===== config.mk =====
export PLATFORM = sky130hd
export DESIGN_NAME = rcvr_param_flat
export DESIGN_NICKNAME = d
export VERILOG_FILES = /design/src/rtl/rcvr_param_if.sv /design/src/rtl/rcvr_param.sv /design/src/flat_wrapper.sv
export SDC_FILE = /design/constraint.sdc
export NUM_CORES = 1
export LEC_CHECK = 0
export ABC_AREA = 1
export ABC_CLOCK_PERIOD_IN_PS = 6300
export CORE_ASPECT_RATIO = 0.7
export CORE_MARGIN = 4
export CORE_UTILIZATION = 25
export DETAILED_ROUTE_END_ITERATION = 7
export GPL_ROUTABILITY_DRIVEN = 0
export PLACE_DENSITY_LB_ADDON = 0.08
export SLEW_MARGIN = 20
export SYNTH_ARGS = -nofsm -noshare
export SYNTH_HDL_FRONTEND = slang
export SYNTH_SLANG_ARGS = --single-unit

===== constraint.sdc =====
create_clock -name clock -period 6.3 [get_ports clock]
set_clock_uncertainty 0.15 [all_clocks]
set_input_delay 1.26 -clock clock [delete_from_list [all_inputs] [get_ports clock]]
set_output_delay 1.26 -clock clock [all_outputs]
set_load 0.03 [all_outputs]

===== src/rtl/rcvr_param_if.sv =====
// Bus between the serial PHY sampler / host read logic and rcvr_param.
// Handshake: ready=1 means data_out holds a valid head word; reading=1 while
// ready=1 pops that word at the next rising edge; reading while ready=0 is ignored.
interface rcvr_param_if #(
    parameter int DATA_W = 8,
    parameter int DEPTH  = 4
);
    localparam int CW = $clog2(DEPTH + 1);

    logic              data_in;
    logic              reading;
    logic              ready;
    logic [DATA_W-1:0] data_out;
    logic [CW-1:0]     count;
    logic              overrun;
    logic              parity_err;
    logic [1:0]        dbg_state;

    modport master (
        output data_in,
        output reading,
        input  ready,
        input  data_out,
        input  count,
        input  overrun,
        input  parity_err,
        input  dbg_state
    );

    modport slave (
        input  data_in,
        input  reading,
        output ready,
        output data_out,
        output count,
        output overrun,
        output parity_err,
        output dbg_state
    );
endinterface


===== src/rtl/rcvr_param.sv =====
// Parametrised serial frame receiver: hunts a header, captures a DATA_W body plus
// optional even parity, and queues good words in a small registered FIFO.
module rcvr_param #(
    parameter int               HDR_W     = 8,
    parameter logic [HDR_W-1:0] HDR       = 8'hA5,
    parameter int               DATA_W    = 8,
    parameter bit               MSB_FIRST = 1'b1,
    parameter bit               PARITY_EN = 1'b0,
    parameter int               DEPTH     = 4
) (
    input  logic        clock,
    input  logic        reset_n,
    rcvr_param_if.slave bus
);

    localparam int WIN_W = HDR_W - 1;
    localparam int HCW   = $clog2(HDR_W);
    localparam int BW    = (DATA_W > 1) ? $clog2(DATA_W) : 1;
    localparam int AW    = $clog2(DEPTH);
    localparam int CW    = $clog2(DEPTH + 1);

    localparam logic [HCW-1:0] HUNT_FULL = HCW'(HDR_W - 1);
    localparam logic [BW-1:0]  BIT_LAST  = BW'(DATA_W - 1);
    localparam logic [CW-1:0]  CNT_FULL  = CW'(DEPTH);

    typedef enum logic [1:0] {
        S_HUNT   = 2'd0,
        S_BODY   = 2'd1,
        S_PARITY = 2'd2
    } state_t;

    state_t            state_q, state_d;
    logic [WIN_W-1:0]  window_q;
    logic [HCW-1:0]    hunt_cnt_q;
    logic [BW-1:0]     bit_cnt_q;
    logic [DATA_W-1:0] body_q;
    logic [DATA_W-1:0] body_next;
    logic              par_q;

    logic [DATA_W-1:0] mem [DEPTH];
    logic [AW-1:0]     wr_ptr_q, rd_ptr_q;
    logic [CW-1:0]     count_q;
    logic              overrun_q;
    logic              parity_err_q;

    logic              hdr_match;
    logic              last_body;
    logic [BW-1:0]     body_idx;
    logic              frame_done;
    logic              frame_good;
    logic [DATA_W-1:0] frame_word;
    logic              full;
    logic              pop;
    logic              push;
    logic              drop_full;

    // Only HDR_W-1 past bits are kept; the current bit completes the header.
    assign hdr_match = (state_q == S_HUNT) &&
                       ({window_q, bus.data_in} == HDR) &&
                       (hunt_cnt_q == HUNT_FULL);
    assign last_body = (state_q == S_BODY) && (bit_cnt_q == BIT_LAST);
    assign body_idx  = MSB_FIRST ? (BIT_LAST - bit_cnt_q) : bit_cnt_q;

    always_comb begin
        body_next = body_q;
        if (state_q == S_BODY) begin
            body_next[body_idx] = bus.data_in;
        end
    end

    always_comb begin
        frame_done = 1'b0;
        frame_good = 1'b0;
        frame_word = body_q;
        if (PARITY_EN) begin
            if (state_q == S_PARITY) begin
                frame_done = 1'b1;
                frame_good = ~(par_q ^ bus.data_in);
            end
        end else if (last_body) begin
            frame_done = 1'b1;
            frame_good = 1'b1;
            frame_word = body_next;
        end
    end

    assign full      = (count_q == CNT_FULL);
    assign pop       = bus.reading && (count_q != '0);
    // A pop in the same cycle frees the slot a full FIFO needs for the push.
    assign push      = frame_done && frame_good && (!full || pop);
    assign drop_full = frame_done && frame_good && full && !pop;

    // ---------------- FSM ----------------
    always_ff @(posedge clock or negedge reset_n) begin
        if (!reset_n) begin
            state_q <= S_HUNT;
        end else begin
            state_q <= state_d;
        end
    end

    always_comb begin
        state_d = state_q;
        case (state_q)
            S_HUNT: begin
                if (hdr_match) begin
                    state_d = S_BODY;
                end
            end
            S_BODY: begin
                if (last_body) begin
                    state_d = PARITY_EN ? S_PARITY : S_HUNT;
                end
            end
            S_PARITY: begin
                state_d = S_HUNT;
            end
            default: begin
                state_d = S_HUNT;
            end
        endcase
    end

    // Header window is live only while staying in HUNT, so no bit outside the
    // hunt (body, parity, or the matching header) ever seeds the next header.
    always_ff @(posedge clock or negedge reset_n) begin
        if (!reset_n) begin
            window_q   <= '0;
            hunt_cnt_q <= '0;
        end else if (state_q == S_HUNT && state_d == S_HUNT) begin
            window_q <= WIN_W'({window_q, bus.data_in});
            if (hunt_cnt_q != HUNT_FULL) begin
                hunt_cnt_q <= hunt_cnt_q + HCW'(1);
            end
        end else begin
            window_q   <= '0;
            hunt_cnt_q <= '0;
        end
    end

    always_ff @(posedge clock or negedge reset_n) begin
        if (!reset_n) begin
            bit_cnt_q <= '0;
            body_q    <= '0;
            par_q     <= 1'b0;
        end else begin
            body_q <= body_next;
            if (state_q == S_BODY) begin
                bit_cnt_q <= last_body ? '0 : (bit_cnt_q + BW'(1));
                par_q     <= par_q ^ bus.data_in;
            end else begin
                bit_cnt_q <= '0;
                par_q     <= 1'b0;
            end
        end
    end

    // ---------------- FIFO ----------------
    always_ff @(posedge clock) begin
        if (push) begin
            mem[wr_ptr_q] <= frame_word;
        end
    end

    always_ff @(posedge clock or negedge reset_n) begin
        if (!reset_n) begin
            wr_ptr_q <= '0;
            rd_ptr_q <= '0;
            count_q  <= '0;
        end else begin
            if (push) begin
                wr_ptr_q <= wr_ptr_q + AW'(1);
            end
            if (pop) begin
                rd_ptr_q <= rd_ptr_q + AW'(1);
            end
            case ({push, pop})
                2'b10:   count_q <= count_q + CW'(1);
                2'b01:   count_q <= count_q - CW'(1);
                default: count_q <= count_q;
            endcase
        end
    end

    // Setting wins over the read-side clear.
    always_ff @(posedge clock or negedge reset_n) begin
        if (!reset_n) begin
            overrun_q    <= 1'b0;
            parity_err_q <= 1'b0;
        end else begin
            if (drop_full) begin
                overrun_q <= 1'b1;
            end else if (bus.reading) begin
                overrun_q <= 1'b0;
            end
            parity_err_q <= frame_done && !frame_good;
        end
    end

    assign bus.ready      = (count_q != '0);
    assign bus.data_out   = (count_q != '0) ? mem[rd_ptr_q] : '0;
    assign bus.count      = count_q;
    assign bus.overrun    = overrun_q;
    assign bus.parity_err = parity_err_q;
    assign bus.dbg_state  = state_q;

endmodule

===== src/flat_wrapper.sv =====
// flat-port wrapper written by rule: the top's interface ports become plain ports
module rcvr_param_flat 
#(
    parameter int               HDR_W     = 8,
    parameter logic [HDR_W-1:0] HDR       = 8'hA5,
    parameter int               DATA_W    = 8,
    parameter bit               MSB_FIRST = 1'b1,
    parameter bit               PARITY_EN = 1'b0,
    parameter int               DEPTH     = 4
)
  (clock, reset_n, bus_data_in, bus_reading, bus_ready, bus_data_out, bus_count, bus_overrun, bus_parity_err, bus_dbg_state);
  rcvr_param_if #(.DATA_W(DATA_W), .DEPTH(DEPTH)) bus_i ();
  input  logic clock;
  input  logic reset_n;
  input wire logic [$bits(bus_i.data_in)-1:0] bus_data_in;
  input wire logic [$bits(bus_i.reading)-1:0] bus_reading;
  output wire logic [$bits(bus_i.ready)-1:0] bus_ready;
  output wire logic [$bits(bus_i.data_out)-1:0] bus_data_out;
  output wire logic [$bits(bus_i.count)-1:0] bus_count;
  output wire logic [$bits(bus_i.overrun)-1:0] bus_overrun;
  output wire logic [$bits(bus_i.parity_err)-1:0] bus_parity_err;
  output wire logic [$bits(bus_i.dbg_state)-1:0] bus_dbg_state;
  assign bus_i.data_in = bus_data_in;
  assign bus_i.reading = bus_reading;
  assign bus_ready = bus_i.ready;
  assign bus_data_out = bus_i.data_out;
  assign bus_count = bus_i.count;
  assign bus_overrun = bus_i.overrun;
  assign bus_parity_err = bus_i.parity_err;
  assign bus_dbg_state = bus_i.dbg_state;
  rcvr_param #(.HDR_W(HDR_W), .HDR(HDR), .DATA_W(DATA_W), .MSB_FIRST(MSB_FIRST), .PARITY_EN(PARITY_EN), .DEPTH(DEPTH)) u_core (.clock(clock), .reset_n(reset_n), .bus(bus_i));
endmodule

; ---- Yosys cells after proc, flatten, opt, wreduce, memory -nomap -nowiden
; Memory sizes are Yosys's and may differ from the RTL's.
; Index checks and enable logic that the tools add are counted.
[word_totals]
regBits = 31
ramBits = 32
output_inout_bits = 16
elab_cells = 65
mem_count = 1
[mem_list]
columns = memory, words, word_bits, rd, rd_clocked_by_memory_dff, write_ports, line_no
row1 = u_core.mem, 4, 8, 1, 0, 1, rcvr_param.sv:40  ; logic [DATA_W-1:0] mem [DEPTH];
[classes]
add_sub_neg = 7
order_cmp = 2
eq_ne = 9
n_mux = 20
n_reduce_logical = 17
[ops]
columns = operator, count
row1 = $mux 8, 3
row2 = $mux 3, 4
row3 = $add 3x1->3 const B, 3
row4 = $eq 3x3->1 const B, 3
row5 = $logic_and 1x1->1, 9
row6 = $bwmux 8, 1
row7 = $eq 8x8->1 const B, 1
row8 = $mux 7, 1
row9 = $mux 1, 6
row10 = $pmux 3 s2, 1
row11 = $add 2x1->2 const B, 2
row12 = $eq 2x1->1 const B, 2
row13 = $logic_not 2->1, 2
row14 = $lt 3x4->1 const B, 1
row15 = $mux 2, 2
row16 = $pmux 2 s2, 1
row17 = $reduce_bool 2->1, 2
row18 = $demux 1 s3, 1
row19 = $ge 3x1->1 const B, 1
row20 = $ne 3x3->1 const B, 1
row21 = $reduce_bool 3->1, 1
row22 = $sub 3x1->3 const B, 1
row23 = $sub 3x3->3 const A, 1
row24 = $eq 2x2->1 const B, 1
row25 = 3 further kinds, 4

; ---- Longest topological paths before layout
[depth]
depth_word = 8
ltp_mapped = 11
mapped_depth_nobuf = 11

; ---- Worst setup path after synthesis
; Ideal clock, no wire load.
[synth_path]
path_type = register -> output
startpoint = register u_core.count_q[0], in the netlist u_core.bus.count[0]
endpoint = output port bus_data_out[0]
arrival_time_ns = 1.578
path_slack_ns = 3.312
path_stages_with_launch = 5
path_buffers = 0
path_cell_list = dfrtp_1 nor2_1 nand2_1 inv_1 a21oi_1
[synth_between]
elab_chain_cells = 2
[synth_rtl]
columns = item, line_no
row1 = from (decl), rcvr_param.sv:42  ; logic [CW-1:0] count_q;
row2 = from (signal assigned), rcvr_param.sv:178  ; 2'b10: count_q <= count_q + CW'(1);
row3 = from (signal assigned), rcvr_param.sv:179  ; 2'b01: count_q <= count_q - CW'(1);
row4 = from (signal assigned), rcvr_param.sv:180  ; default: count_q <= count_q;
row5 = $reduce_bool 3->1, -
row6 = net bus_ready, flat_wrapper.sv:17  ; output wire logic [$bits(bus_i.ready)-1:0] bus_ready;
row7 = $mux 8, rcvr_param.sv:201  ; assign bus.data_out = (count_q != '0) ? mem[rd_ptr_q] : '0;
row8 = to (decl), flat_wrapper.sv:18  ; output wire logic [$bits(bus_i.data_out)-1:0] bus_data_out;
; The timed path passes the listed nets, and every way through them passes these cells.

; ---- Worst setup path after layout
[layout_path]
startpoint = register u_core.rd_ptr_q[0]
endpoint = output port bus_data_out[5]
[layout_between]
elab_chain_cells = 2
[layout_rtl]
columns = item, line_no
row1 = from (decl), rcvr_param.sv:41  ; logic [AW-1:0] wr_ptr_q, rd_ptr_q;
row2 = from (signal assigned), rcvr_param.sv:175  ; rd_ptr_q <= rd_ptr_q + AW'(1);
row3 = $mem_v2 4x8, -
row4 = $mux 8, rcvr_param.sv:201
; Every way passes these cells.

==> impl_metrics.ini <==
[routing]
avgRoutedWirePerCell_um = 12.49
ant_nets = 0
drc = 0
vias = 1943
drt_first_pass_iters = 4
routed_wl_um = 5993
viasPerCell = 4.048
drt_first_iter_violations = 122

[synthesis]
synth_cells = 296
ys_warn_count = 0
ys_ff_latch = 63
yosys.area.top_type = edfxtp_1
yosysTopAreaCellShare_pct = 33.38
seq_area_frac_synth_pct = 60.32
netlist_area_mm2 = 0.002879
synth_cell_types = 26
syn_avg_cell_area_um2 = 9.726
yosys-top-cells-area = edfxtp_1, dfrtp_1, nor2_1

[critical_path]
worst_ep_required_time_ns = 4.89
cp_slowest_cell = clkdlybuf4s50_1
regToRegStartpoint = u_core.bit_cnt_q[0]
critical_path_class = reg2out
setup.worst_path.end_class = output pin
worstPathArrival_ns = 2.46
crit_chain = inv_1, o21ai_0, a21oi_1, clkdlybuf4s50_1
path_delay_family = buffers and inverters
critPathMaxStageDelay_ns = 0.71
r2r-end = u_core.bus.count[2]
r2r.worst_path.cells = 11
cp_num_buf_inv = 2
critPathMaxFanout = 18
r2r_slack_ns = 3.68
start_kind = flop

[floorplanning]
num_rows = 32
chipWidth_um = 136.3
die_area_mm2 = 0.01332
design.core.area_mm2 = 0.01113
start_util_pct = 25.87
chipHeight_um = 97.79
num_io_pins = 20

[sta]
hold_viol = 0
finalCriticalPeriod_ns = 3.870
setup_tns_ns = 0
relSlewSlack_pct = 44.31
slew_viol_final = 0
clock.fmax_mhz = 258.4
min_period_over_period_pct = 61.43
setup_viol = 0
worstMarginPinSlew_ns = 0.8323
rsz0062_at_grt = false

[grt]
grt_overflow_total = 0
grt_pass1_vias = 2037
grt_usage_pct = 10.15
antenna_found_initial = 0
grt_max_degree = 32
grt_pass1_wl_um = 10270

[power_and_ir_drop]
ir_worst_vdd_v = 0.0001708
power_density_mw_per_mm2 = 394.1
p_leak_uw = 0.001525

[clocking]
htreeDepth = 3
clock_path_buffers = 2
numCtsBuffers = 9
cts.sinks = 63
cts_tree = done
postCtsSetupBuffers = 0
cts-resized-gates = 0
cts_root_buf = clkbuf_16
clk_latency_ns = 0.33
clkTransAtPathRegs_ns = 0.05
cts.hold.buffers_added = 0

[hold_path]
worstHoldStart = u_core.window_q[5]
hold_path.class = reg2reg
min_delay_worst_endpoint = u_core.window_q[6]
holdPathStages = 2

[layout]
num_antenna_cells = 0
drive_gt1_share_pct = 6.728
nNetsFinal = 336
final_cell_count_no_fill = 480
syn_to_final_growth_pct = 22.12

[run_status]
outcome = complete, no violations

[job]
drv_cap = 0

[placement]
dpl.hpwl_um = 4290
port_buffers = 18
dp_cells = 464
==> cells by family (layout without fill, tap and decap cells) <==
| logic type | count (synthesis) | in the layout | share of synthesized area, % |
|---|---|---|---|
| buffers and inverters | 46 | 76 | 6.562 |
| adder cells (fa/ha/maj) | 10 | 10 | 4.607 |
| multiplexers | 2 | 2 | 0.6954 |
| AO/OA/AOI/OAI | 33 | 33 | 6.171 |
| AND/OR/NAND/NOR | 136 | 136 | 19.99 |
| XOR/XNOR | 5 | 5 | 1.521 |
| flip-flops | 63 | 63 | 60.32 |
| other | 1 | 2 | 0.1303 |
==> sequential cells by signal, indices dropped and copies added (netlist names) <==
signal and count:
u_core.wr_ptr_q 2, u_core.bus.count 3, u_core.hunt_cnt_q 3, u_core.window_q 7
u_core.bus.dbg_state 2, u_core.body_q 8, u_core.mem 32, u_core.rd_ptr_q 2
u_core.bit_cnt_q 3, u_core.bus.overrun 1
==> placed cells by master, fill, tap and decap left out <==
master,instances
xor2_1,4
clkinv_1,3
and2_1,4
nor2_8,1
inv_1,38
buf_4,1
clkinv_2,3
clkbuf_16,9
nand2_2,3
clkinvlp_4,2
nand4_1,1
a21oi_1,9
o21a_1,1
edfxtp_1,32
dfrtp_1,31
nand2_1,45
ha_1,9
clkdlybuf4s50_1,18
nor3_1,1
conb_1,2
or2_2,1
o21ai_0,19
bufinv_16,1
mux2i_1,2
inv_2,1
xnor2_1,1
nand3_1,20
o21bai_1,4
nor2_1,60
fa_1,1
==> per-stage QoR <==
step / util, % / total power, µW / hold WS [ns] / worst slack, ns / instance area, µm²
finish: 31.59 / 1386 / 0.3361 / 2.430 / 3516
global route: 31.59 / 1469 / 0.3508 / 2.273 / 3516
CTS: 31.59 / 1410 / 0.3394 / 2.400 / 3516
detailed placement: 28.99 / 922.2 / 0.3245 / 2.773 / 3227
global placement: 28.99 / 918.5 / 0.3220 / 2.824 / 3227
floorplan: - / 771.1 / 0.3099 / 3.312 / 2883
==> cell usage after synthesis <==
library cell and number:
clkinv_1 2, inv_1 38, and2_1 4, or2_2 1, inv_2 1, nor2_8 1, nand2_2 3, nor3_1 1
dfrtp_1 31, o21a_1 1, o21bai_1 4, edfxtp_1 32, conb_1 1, xor2_1 4, nand4_1 1, xnor2_1 1
nand2_1 45, buf_2 1, mux2i_1 2, nor2_1 60, nand3_1 20, ha_1 9, a21oi_1 9, buf_4 4
fa_1 1, o21ai_0 19
==> worst max-delay path by stage <==
stage,from,end,slack [ns],depth (start not counted)
detailed placement,u_core.rd_ptr_q[0],bus_data_out[5],2.77,4
global placement,u_core.rd_ptr_q[0],bus_data_out[5],2.82,4
global route,u_core.rd_ptr_q[0],bus_data_out[5],2.27,4
CTS,u_core.rd_ptr_q[0],bus_data_out[5],2.40,4
finish,u_core.rd_ptr_q[0],bus_data_out[5],2.43,4
floorplan,u_core.bus.count[0],bus_data_out[0],3.31,4
==> worst min-delay path: cells and delay by family, from the launching register on <==
kind                   cells  cell delay [ns]
AND/OR/NAND/NOR            1             0.09
flip-flops                 1             0.32
buffers and inverters      1             0.04
==> cell type report <==
class / count / area [µm²]
Sequential cell: 63 / 1737
Clock inverter: 7 / 63.81
Clock buffer: 9 / 225.2
Timing Repair Buffer: 19 / 187.7
Inverter: 41 / 153.9
Tap cell: 153 / 191.4
Multi-Input combinational cell: 188 / 957.2
Fill cell: 1195 / 7615
==> routing by layer <==
| layer | GRT usage, % | wire (µm) |
|---|---|---|
| met5 | 0 | 0 |
| met4 | 3.486 | 80 |
| met3 | 4.428 | 257 |
| met2 | 14.15 | 2488 |
| met1 | 13.99 | 3166 |
==> power by group <==
part | switching (µW) | internal (µW) | total, µW
logic | 254 | 163 | 417
clock network | 176 | 302 | 478
registers | 37.6 | 453 | 491
total | 468 | 918 | 1390
No activity file was read; power rests on OpenSTA's default activity.
